--- config.mk ---
export PLATFORM = sky130hd
export DESIGN_NAME = audio_i2s_tx
export DESIGN_NICKNAME = d
export VERILOG_FILES = /design/src/rtl/audio_pkg.sv /design/src/rtl/audio_clk_gen.sv /design/src/rtl/audio_i2s_tx.sv
export SDC_FILE = /design/constraint.sdc
export NUM_CORES = 1
export LEC_CHECK = 0
export BUFFER_PORTS_ARGS = -buffer_cell sky130_fd_sc_hd__buf_4
export CELL_PAD_IN_SITES_DETAIL_PLACEMENT = 0
export CELL_PAD_IN_SITES_GLOBAL_PLACEMENT = 1
export CORE_MARGIN = 4
export CORE_UTILIZATION = 44
export CTS_CLUSTER_DIAMETER = 150
export DETAILED_ROUTE_END_ITERATION = 16
export GPL_ROUTABILITY_DRIVEN = 0
export GPL_TIMING_DRIVEN = 0
export PLACE_DENSITY = 0.82
export REMOVE_ABC_BUFFERS = 1
export SYNTH_ARGS = -nofsm -noshare
export SYNTH_HDL_FRONTEND = slang
export SYNTH_SLANG_ARGS = --single-unit
--- constraint.sdc ---
create_clock -name clk -period 6.5 [get_ports clk]
set_input_delay 0.325 -clock clk [delete_from_list [all_inputs] [get_ports clk]]
set_output_delay 0.325 -clock clk [all_outputs]
set_load 0.03 [all_outputs]
--- src/rtl/audio_pkg.sv ---
// Shared definitions for the audio path: sample width, I2S slot geometry,
// the silence value and the signed sample type.
package audio_pkg;

    localparam int AUDIO_W         = 16;
    localparam int SLOTS_PER_FRAME = 32;
    localparam int SLOTS_PER_CH    = 16;
    localparam int SLOT_W          = $clog2(SLOTS_PER_FRAME);

    localparam logic [AUDIO_W-1:0] AUDIO_SILENCE = 16'h0000;

    typedef logic signed [AUDIO_W-1:0] sample_t;

    // Slot s carries frame bit 32-s. Modulo 32 that is simply -s, which
    // also gives bit 0 for slot 0.
    function automatic logic [SLOT_W-1:0] frameBitIndex(input logic [SLOT_W-1:0] slot);
        return SLOT_W'(0) - slot;
    endfunction

endpackage

--- src/rtl/audio_clk_gen.sv ---
// Free-running frame counter for the I2S transmitter.
// MCLK, LRCK and SCK are taken straight from counter flops, so they are glitch-free.
// The block also reports the current slot, the first clk of each slot,
// the last clk of each slot and the last clk of the frame.
module audio_clk_gen
    import audio_pkg::*;
#(
    parameter int MCLK_DIV   = 4,
    parameter int LRCK_RATIO = 256
)
(
    input  logic              clk,
    input  logic              rst,
    output logic              o_mclk,
    output logic              o_lrck,
    output logic              o_sck,
    output logic [SLOT_W-1:0] o_slot,
    output logic              o_slotStart,
    output logic              o_slotLast,
    output logic              o_frameWrap
);

    localparam int CW = $clog2(MCLK_DIV * LRCK_RATIO);
    localparam int MW = $clog2(MCLK_DIV);
    localparam int PW = CW - SLOT_W;
    localparam logic [CW-1:0] CNT_ONE = CW'(1);

    logic [CW-1:0] r_cnt;

    // Counter advances every clk and wraps naturally at all-ones.
    always_ff @(posedge clk) begin
        if (rst) begin
            r_cnt <= '0;
        end else begin
            r_cnt <= r_cnt + CNT_ONE;
        end
    end

    assign o_mclk      = r_cnt[MW-1];
    assign o_lrck      = r_cnt[CW-1];
    assign o_sck       = r_cnt[PW-1];
    assign o_slot      = r_cnt[CW-1:PW];
    assign o_slotStart = (r_cnt[PW-1:0] == '0);
    assign o_slotLast  = &r_cnt[PW-1:0];
    assign o_frameWrap = &r_cnt;

endmodule

--- src/rtl/audio_i2s_tx.sv ---
// I2S transmitter for the stereo Pmod DAC.
// Captures one left/right pair per frame and shifts it out MSB-first,
// using the standard I2S one-bit delay relative to LRCK.
// Optional build macro AUDIO_I2S_TX_MONO_MIX_EN: when defined, both channels
// carry the floor average of the two inputs.
module audio_i2s_tx
    import audio_pkg::*;
#(
    parameter int MCLK_DIV   = 4,
    parameter int LRCK_RATIO = 256
)
(
    input  logic                      clk,
    input  logic                      rst,
    input  logic signed [AUDIO_W-1:0] audio_left,
    input  logic signed [AUDIO_W-1:0] audio_right,
    output logic                      sample_req,
    output logic                      audio_mclk,
    output logic                      audio_lrck,
    output logic                      audio_sck,
    output logic                      audio_sdin
);

    localparam logic [SLOT_W-1:0] LAST_SLOT = SLOT_W'(SLOTS_PER_FRAME - 1);
    localparam logic [SLOT_W-1:0] SLOT_ONE  = SLOT_W'(1);

    logic [SLOT_W-1:0]    w_slot;
    logic [SLOT_W-1:0]    w_nextSlot;
    logic [SLOT_W-1:0]    w_bitIdx;
    logic                 w_slotStart;
    logic                 w_slotLast;
    logic                 w_frameWrap;
    logic [2*AUDIO_W-1:0] w_frame;
    logic                 w_nextBit;
    sample_t              w_capLeft;
    sample_t              w_capRight;

    sample_t r_leftHold;
    sample_t r_rightHold;
    logic    r_prevLsb;
    logic    r_sdin;
    logic    r_sampleReq;

    audio_clk_gen #(
        .MCLK_DIV   (MCLK_DIV),
        .LRCK_RATIO (LRCK_RATIO)
    ) u_clkGen (
        .clk         (clk),
        .rst         (rst),
        .o_mclk      (audio_mclk),
        .o_lrck      (audio_lrck),
        .o_sck       (audio_sck),
        .o_slot      (w_slot),
        .o_slotStart (w_slotStart),
        .o_slotLast  (w_slotLast),
        .o_frameWrap (w_frameWrap)
    );

`ifdef AUDIO_I2S_TX_MONO_MIX_EN
    // A 17-bit sum of two sign-extended samples cannot overflow, and halving
    // it always fits back into 16 bits.
    logic signed [AUDIO_W:0] w_mixSum;
    assign w_mixSum   = $signed({audio_left[AUDIO_W-1], audio_left})
                      + $signed({audio_right[AUDIO_W-1], audio_right});
    assign w_capLeft  = AUDIO_W'(w_mixSum >>> 1);
    assign w_capRight = AUDIO_W'(w_mixSum >>> 1);
`else
    assign w_capLeft  = audio_left;
    assign w_capRight = audio_right;
`endif

    assign w_frame    = {r_leftHold, r_rightHold};
    assign w_nextSlot = w_slot + SLOT_ONE;
    assign w_bitIdx   = frameBitIndex(w_nextSlot);
    assign w_nextBit  = (w_nextSlot == '0) ? r_prevLsb : w_frame[w_bitIdx];

    // Latch a new sample pair on the edge where the counter wraps to 0.
    always_ff @(posedge clk) begin
        if (rst) begin
            r_leftHold  <= AUDIO_SILENCE;
            r_rightHold <= AUDIO_SILENCE;
        end else if (w_frameWrap) begin
            r_leftHold  <= w_capLeft;
            r_rightHold <= w_capRight;
        end
    end

    // Save the outgoing right LSB before the capture overwrites the hold register.
    always_ff @(posedge clk) begin
        if (rst) begin
            r_prevLsb <= 1'b0;
        end else if (w_slotStart && (w_slot == LAST_SLOT)) begin
            r_prevLsb <= r_rightHold[0];
        end
    end

    // Load the next slot's bit on the last clk of a slot, so the pin changes
    // together with the SCK falling edge.
    always_ff @(posedge clk) begin
        if (rst) begin
            r_sdin <= 1'b0;
        end else if (w_slotLast) begin
            r_sdin <= w_nextBit;
        end
    end

    // Pulse during the cnt==0 cycle, right after a capture.
    always_ff @(posedge clk) begin
        if (rst) begin
            r_sampleReq <= 1'b0;
        end else begin
            r_sampleReq <= w_frameWrap;
        end
    end

    assign audio_sdin = r_sdin;
    assign sample_req = r_sampleReq;

endmodule

==> impl_metrics.py, run 1 <==
metrics = {
    "status": {
        "status": "complete, no violations",
    },
    "drt": {
        "antenna_left": 0,
        "wire_per_inst_um": 12.00,
        "route.detailed.drc": 0,
        "drtIter0Drc": 58,
        "via_per_inst": 5.009,
        "drt-total-wl_um": 3853,
        "vias": 1608,
        "drt_pre_antenna_iters": 4,
    },
    "sta": {
        "rsz0062_at_grt": "false",
        "hold_viol": 0,
        "slew_headroom_pct": 18.70,
        "fin_hold_ws_ns": 0.2620,
        "finalSetupViolations": 0,
        "fin_crit_sh_pct": 41.98,
        "setup_tns_ns": 0,
        "finClkSkew_ns": 0.007894,
        "fin_crit_ns": 2.729,
        "tightest_slew_ns": 1.216,
        "max_freq_mhz": 366.5,
        "slew_violations": 0,
    },
    "grt": {
        "grt_pass1_vias": 1473,
        "antenna_found_initial": 0,
        "globalRouteOverflowTotal": 0,
        "grt_pass1_wl_um": 6506,
        "grt_max_degree": 47,
        "grt_usage_pct": 13.41,
    },
    "synth": {
        "synth_xor_area_share_pct": 4.471,
        "yosys_warnings": 0,
        "yosys-top-cells-count": "nand2_1 (68), dfxtp_1 (45), a21oi_1 (33), nor2_1 (12)",
        "avgSynthCellArea_um2": 8.975,
        "synth_area_um2": 2127,
        "synth_top_family_by_area": "simple AND/OR/NAND/NOR gates",
        "synthAdderAreaFrac_pct": 4.118,
        "synth_ff_type": "dfxtp_1",
        "synth.distinct_cells": 31,
        "synth_cells": 237,
        "ys_seq_area_share_pct": 42.35,
        "synthDominantCellAreaShare_pct": 42.35,
        "yosys.area_share.simple_pct": 19.94,
        "synth_mux_area_share_pct": 13.29,
        "yosysTopAreaCell": "dfxtp_1",
        "synthTopCellsByArea": "dfxtp_1 (42%), nand2_1 (12%), mux4_1 (9.9%), a21oi_1 (7.8%), ha_1 (4.1%)",
        "synth-compound-area-share_pct": 10.35,
        "ys_async_sr_fraction_pct": 0,
        "synth_edf_count": 0,
        "ys_seq_elements": 45,
        "synth_most_common_cell": "nand2_1",
    },
    "floorplan": {
        "placeableCoreArea_um2": 4692,
        "dieArea_um2": 6011,
        "rows": 25,
        "die_w_um": 77.53,
        "initial_core_util_pct": 45.33,
        "io_pins": 39,
        "die-height_um": 77.53,
    },
    "layout": {
        "diodes": 0,
        "fillers": 478,
        "design_area_um2": 2474,
        "final-instance-count-excl-fill": 321,
        "finalNetCount": 307,
        "drive_gt1_share_pct": 17.98,
        "area_delta_synth_final_pct": 16.29,
    },
    "min_path": {
        "hp-class": "primary input to flop",
    },
    "power_and_ir_drop": {
        "totalPowerFinal_uw": 475.5,
        "power_density_nw_per_um2": 192.2,
        "max-vdd-ir-drop_uv": 112.5,
        "power.leakage_uw": 0.001011,
    },
    "placement": {
        "dp_hpwl_um": 2602,
        "io_buffers": 38,
        "dp_cells": 313,
        "placed_cell_area_um2": 2382,
    },
    "critical_path": {
        "worstSetupEndpointType": "flop",
        "path_class": "flop to flop",
        "start_kind": "flop",
        "cp.required_ns": 6.75,
        "rrSetupSlack_ns": 3.77,
        "crit_arrival_ns": 2.98,
        "crit_path_max_fanout": 15,
    },
    "clock_tree": {
        "cts_resized": 0,
        "cts_buffers": 5,
        "clk_pin_slew_ns": 0.09,
        "clk_latency_ns": 0.30,
        "holdBufCountCts": 0,
        "cts_tree": "yes",
        "cts_sinks": 45,
        "htreeDepth": 2,
        "cts_max_path_buffers": 2,
        "post_cts_buffers": 0,
        "cts_root_buffer": "clkbuf_8",
    },
    "job": {
        "drv_cap": 0,
    },
}
## worst paths after layout
path | startpoint | to | depth (start not counted)
worst max-delay path | u_clkGen.r_cnt[5] | audio_sdin | 7
worst min-delay path | audio_left[12] | r_leftHold[12] | 3
worst max register to register | u_clkGen.r_cnt[5] | audio_sdin | 7
worst min register to register | r_leftHold[1] | r_leftHold[1] | 2
## routing by layer
| metal | up-vias | track usage [%] | part of all wire, % |
|---|---|---|---|
| met1 | 716 | 17.20 | 48 |
| met4 | 0 | 3.737 | 0.96 |
| met2 | 27 | 21.33 | 46 |
| li1 | 859 | - | - |
| met3 | 6 | 4.756 | 5.1 |
| met5 | - | 0 | 0 |
## power breakdown
group          switching, uW  internal, uW
registers               1.92           277
logic                   10.0          15.3
clock network           95.1          76.2
total                    107           368
## cell type report
class                   count  area [um^2]  share of cell area [%]
clock inverters             3        22.52                  0.9105
clock buffers               5        68.82                   2.782
multi-input cells         171         1110                   44.87
flip-flops and latches     45        900.9                   36.42
well taps                  54        67.56                   2.731
repair buffers             38        285.3                   11.53
inverters                   5        18.77                  0.7587
## flip-flops by register name (all words and copies together) (netlist names)
register / cells
audio_sdin: 1
r_leftHold: 16
r_prevLsb: 1
r_rightHold: 16
sample_req: 1
u_clkGen.r_cnt: 10
## kinds of logic (layout without fill, tap and decap cells)
kind of cell,Yosys count,in the layout
DFF,45,45
buffers and inverters,21,51
xor gates and xnor gates,10,10
adders and majority gates,7,7
muxes,14,14
and+or+nand+nor,100,100
AOI/OAI and AO/OA,40,40
## layout by cell type, fill, tap and decap left out, drive strengths merged, types with 2 or more instances in the layout
| cell type | count |
|---|---|
| o21a | 2 |
| nand2 | 68 |
| nor3 | 2 |
| and3 | 5 |
| inv | 5 |
| nand3 | 5 |
| clkinv | 3 |
| dfxtp | 45 |
| mux2i | 5 |
| nor2b | 3 |
| clkbuf | 5 |
| ha | 7 |
| xor2 | 5 |
| buf | 38 |
| nor2 | 12 |
| a21oi | 33 |
| xnor2 | 5 |
| mux4 | 9 |
## through the flow
stage | utilization [%] | worst slack, ns
5_1_grt | 52.72 | 3.532
2_1_floorplan | - | 4.164
3_5_place_dp | 50.77 | 3.775
4_1_cts | 52.72 | 3.739
3_3_place_gp | 50.77 | 3.750
6_report | 52.72 | 3.771
## critical path, cell delays in order (launching register included)
cell	delay (ns)
dfxtp_1	0.72
ha_1	0.50
or2_0	0.30
o2111ai_1	0.18
o211a_1	0.19
mux4_2	0.49
a21oi_1	0.19
a21o_1	0.10
(Power assumes the default switching activity.)
==> inputs of run 2 (changes only) <==
--- a/config.mk
+++ b/config.mk
@@ -9,12 +9,12 @@
 export CELL_PAD_IN_SITES_DETAIL_PLACEMENT = 0
 export CELL_PAD_IN_SITES_GLOBAL_PLACEMENT = 1
 export CORE_MARGIN = 4
-export CORE_UTILIZATION = 44
+export CORE_UTILIZATION = 41
 export CTS_CLUSTER_DIAMETER = 150
 export DETAILED_ROUTE_END_ITERATION = 16
 export GPL_ROUTABILITY_DRIVEN = 0
 export GPL_TIMING_DRIVEN = 0
-export PLACE_DENSITY = 0.82
+export PLACE_DENSITY = 0.77
 export REMOVE_ABC_BUFFERS = 1
 export SYNTH_ARGS = -nofsm -noshare
 export SYNTH_HDL_FRONTEND = slang
==> constraint.sdc (replaced) <==
create_clock -name clk -period 2.7 [get_ports clk]
set_input_delay 0.135 -clock clk [delete_from_list [all_inputs] [get_ports clk]]
set_output_delay 0.135 -clock clk [all_outputs]
set_load 0.03 [all_outputs]
==> impl_metrics.py, run 2 (same netlist as run 1, synthesis figures left out) <==
metrics = {
    "sta": {
        "finClkSkew_ns": 0.007656,
        "slew_headroom_pct": 56.31,
        "tightest_slew_ns": 0.6545,
        "setup_tns_ns": 0,
        "fin_crit_sh_pct": 91.90,
        "finalSetupViolations": 0,
        "rsz0062_at_grt": "false",
        "fin_crit_ns": 2.481,
        "hold_viol": 0,
        "max_freq_mhz": 403.0,
        "slew_violations": 0,
        "fin_hold_ws_ns": 0.08231,
    },
    "clock_tree": {
        "cts_max_path_buffers": 2,
        "htreeDepth": 2,
        "cts_tree": "yes",
        "clk_latency_ns": 0.29,
        "cts_root_buffer": "clkbuf_8",
        "cts_sinks": 45,
        "holdBufCountCts": 0,
        "cts_buffers": 5,
        "clk_pin_slew_ns": 0.08,
    },
    "layout": {
        "final_cell_mix": "nand2_1 (68), dfxtp_1 (44), buf_4 (38), a21oi_1 (33), nor2_1 (12)",
        "drive_gt1_share_pct": 18.35,
        "reg.largest.list": "r_leftHold x16, r_rightHold x16, u_clkGen.r_cnt x10",
        "final_common_cell": "nand2_1",
        "final-instance-count-excl-fill": 334,
        "area_delta_synth_final_pct": 17.00,
        "fillers": 509,
        "regArea_um2": 902.1,
        "diodes": 0,
        "multi_input_area_um2": 1119,
        "finalNetCount": 307,
    },
    "floorplan": {
        "placeableCoreArea_um2": 4880,
        "die_w_um": 80.03,
        "initial_core_util_pct": 43.59,
        "rows": 25,
        "die-height_um": 80.03,
        "dieArea_um2": 6404,
        "io_pins": 39,
    },
    "drt": {
        "drt_pre_antenna_iters": 4,
        "antenna_left": 0,
        "wire_per_inst_um": 12.26,
        "via_per_inst": 4.793,
        "drtIter0Drc": 79,
        "drt-total-wl_um": 4096,
        "route.detailed.drc": 0,
        "vias": 1601,
    },
    "critical_path": {
        "worstSetupEndpointType": "flop",
        "path_cells": "ha_2 > or2_0 > o2111ai_1 > o211a_1 > mux4_2 > a21oi_1 > a21o_1",
        "cp_slowest_cell": "dfxtp_2",
        "path_class": "flop to flop",
        "r2r-start": "u_clkGen.r_cnt[5]",
        "slowest_delay_ns": 0.55,
        "rrSetupSlack_ns": 0.22,
        "start_kind": "flop",
        "r2r_end": "audio_sdin",
        "crit_arrival_ns": 2.72,
        "crit_path_max_fanout": 15,
        "ff2ff_path_depth": 7,
        "cp.required_ns": 2.94,
    },
    "power_and_ir_drop": {
        "max-vdd-ir-drop_uv": 254.0,
        "power.leakage_uw": 0.0009988,
        "power_density_nw_per_um2": 453.0,
    },
    "grt": {
        "grt_usage_pct": 13.55,
        "grt_pass1_wl_um": 6748,
        "antenna_found_initial": 0,
        "grt_max_degree": 47,
        "globalRouteOverflowTotal": 0,
        "grt_pass1_vias": 1504,
    },
    "min_path": {
        "hp-class": "primary input to flop",
        "hold-path-cell-count": 3,
        "min_from": "audio_right[10]",
        "hold_end": "r_rightHold[10]",
    },
    "placement": {
        "dp_hpwl_um": 2724,
        "dp_cells": 326,
        "io_buffers": 38,
    },
    "job": {
        "drv_cap": 0,
    },
    "status": {
        "status": "complete, no violations",
    },
}
==> run 2: changes by cell type in the layout (fill, tap and decap cells not counted) <==
cell,delta
clkbuf_1,+3
clkinv_4,-2
and3_1,-1
and3_2,+1
clkinv_2,-1
dfxtp_1,-1
dfxtp_2,+1
ha_1,-1
ha_2,+1
nand3_1,-1
nand3_2,+1
==> run 2: worst max-delay path by stage <==
stage | start | end | slack (ns) | depth (start not counted)
2_1_floorplan | u_clkGen.r_cnt[5] | audio_sdin | 0.36 | 7
3_3_place_gp | u_clkGen.r_cnt[5] | audio_sdin | -0.12 | 7
3_5_place_dp | u_clkGen.r_cnt[5] | audio_sdin | -0.14 | 7
4_1_cts | u_clkGen.r_cnt[1] | r_leftHold[10] | 0.09 | 7
5_1_grt | u_clkGen.r_cnt[5] | audio_sdin | 0.08 | 7
6_report | u_clkGen.r_cnt[5] | audio_sdin | 0.22 | 7
==> run 2: critical path, delay by kind of cell, from the launching register on <==
kind            cells  cell delay (ns)
simple gates        1             0.26
compound gates      4             0.67
mux                 1             0.50
fa+ha+maj           1             0.45
flops               1             0.55
==> run 2: cell type report <==
cell class,instances,share of cell area [%]
Inverter,5,0.7541
Tap cell,67,3.369
Timing Repair Buffer,38,11.46
Multi-Input combinational cell,171,44.95
Sequential cell,45,36.25
Clock buffer,8,3.218
==> run 2: metrics by stage <==
| stage | instance area, um^2 | setup WS (ns) | total power (uW) | utilization, % |
|---|---|---|---|---|
| 2_1_floorplan | 2029 | 0.3641 | 698.0 | - |
| 3_3_place_gp | 2399 | -0.1205 | 749.3 | 49.15 |
| 3_5_place_dp | 2399 | -0.1418 | 749.0 | 49.15 |
| 4_1_cts | 2485 | 0.08716 | 1138 | 50.92 |
| 5_1_grt | 2489 | 0.08338 | 1172 | 51.00 |
| 6_report | 2489 | 0.2187 | 1127 | 51.00 |
==> run 2: layer usage <==
layer / up-vias / track usage [%] / share of wire (%)
met5: - / 0 / 0
met3: 7 / 4.289 / 4.8
li1: 859 / - / -
met4: 0 / 4.561 / 1.3
met1: 705 / 17.68 / 50
met2: 30 / 21.11 / 44
==> run 2: repair_timing <==
item                                    4_1_cts  5_1_grt
gates resized for setup                       2        2
endpoints found under the setup margin       33       33
gates cloned                                  0        0
setup buffers                                 0        0
==> run 2: report_power, final <==
group,internal (uW),total (uW),switching [uW]
Sequential,667,672,4.88
Combinational,36.9,61.3,24.4
Clock,184,394,210
Total,888,1130,240
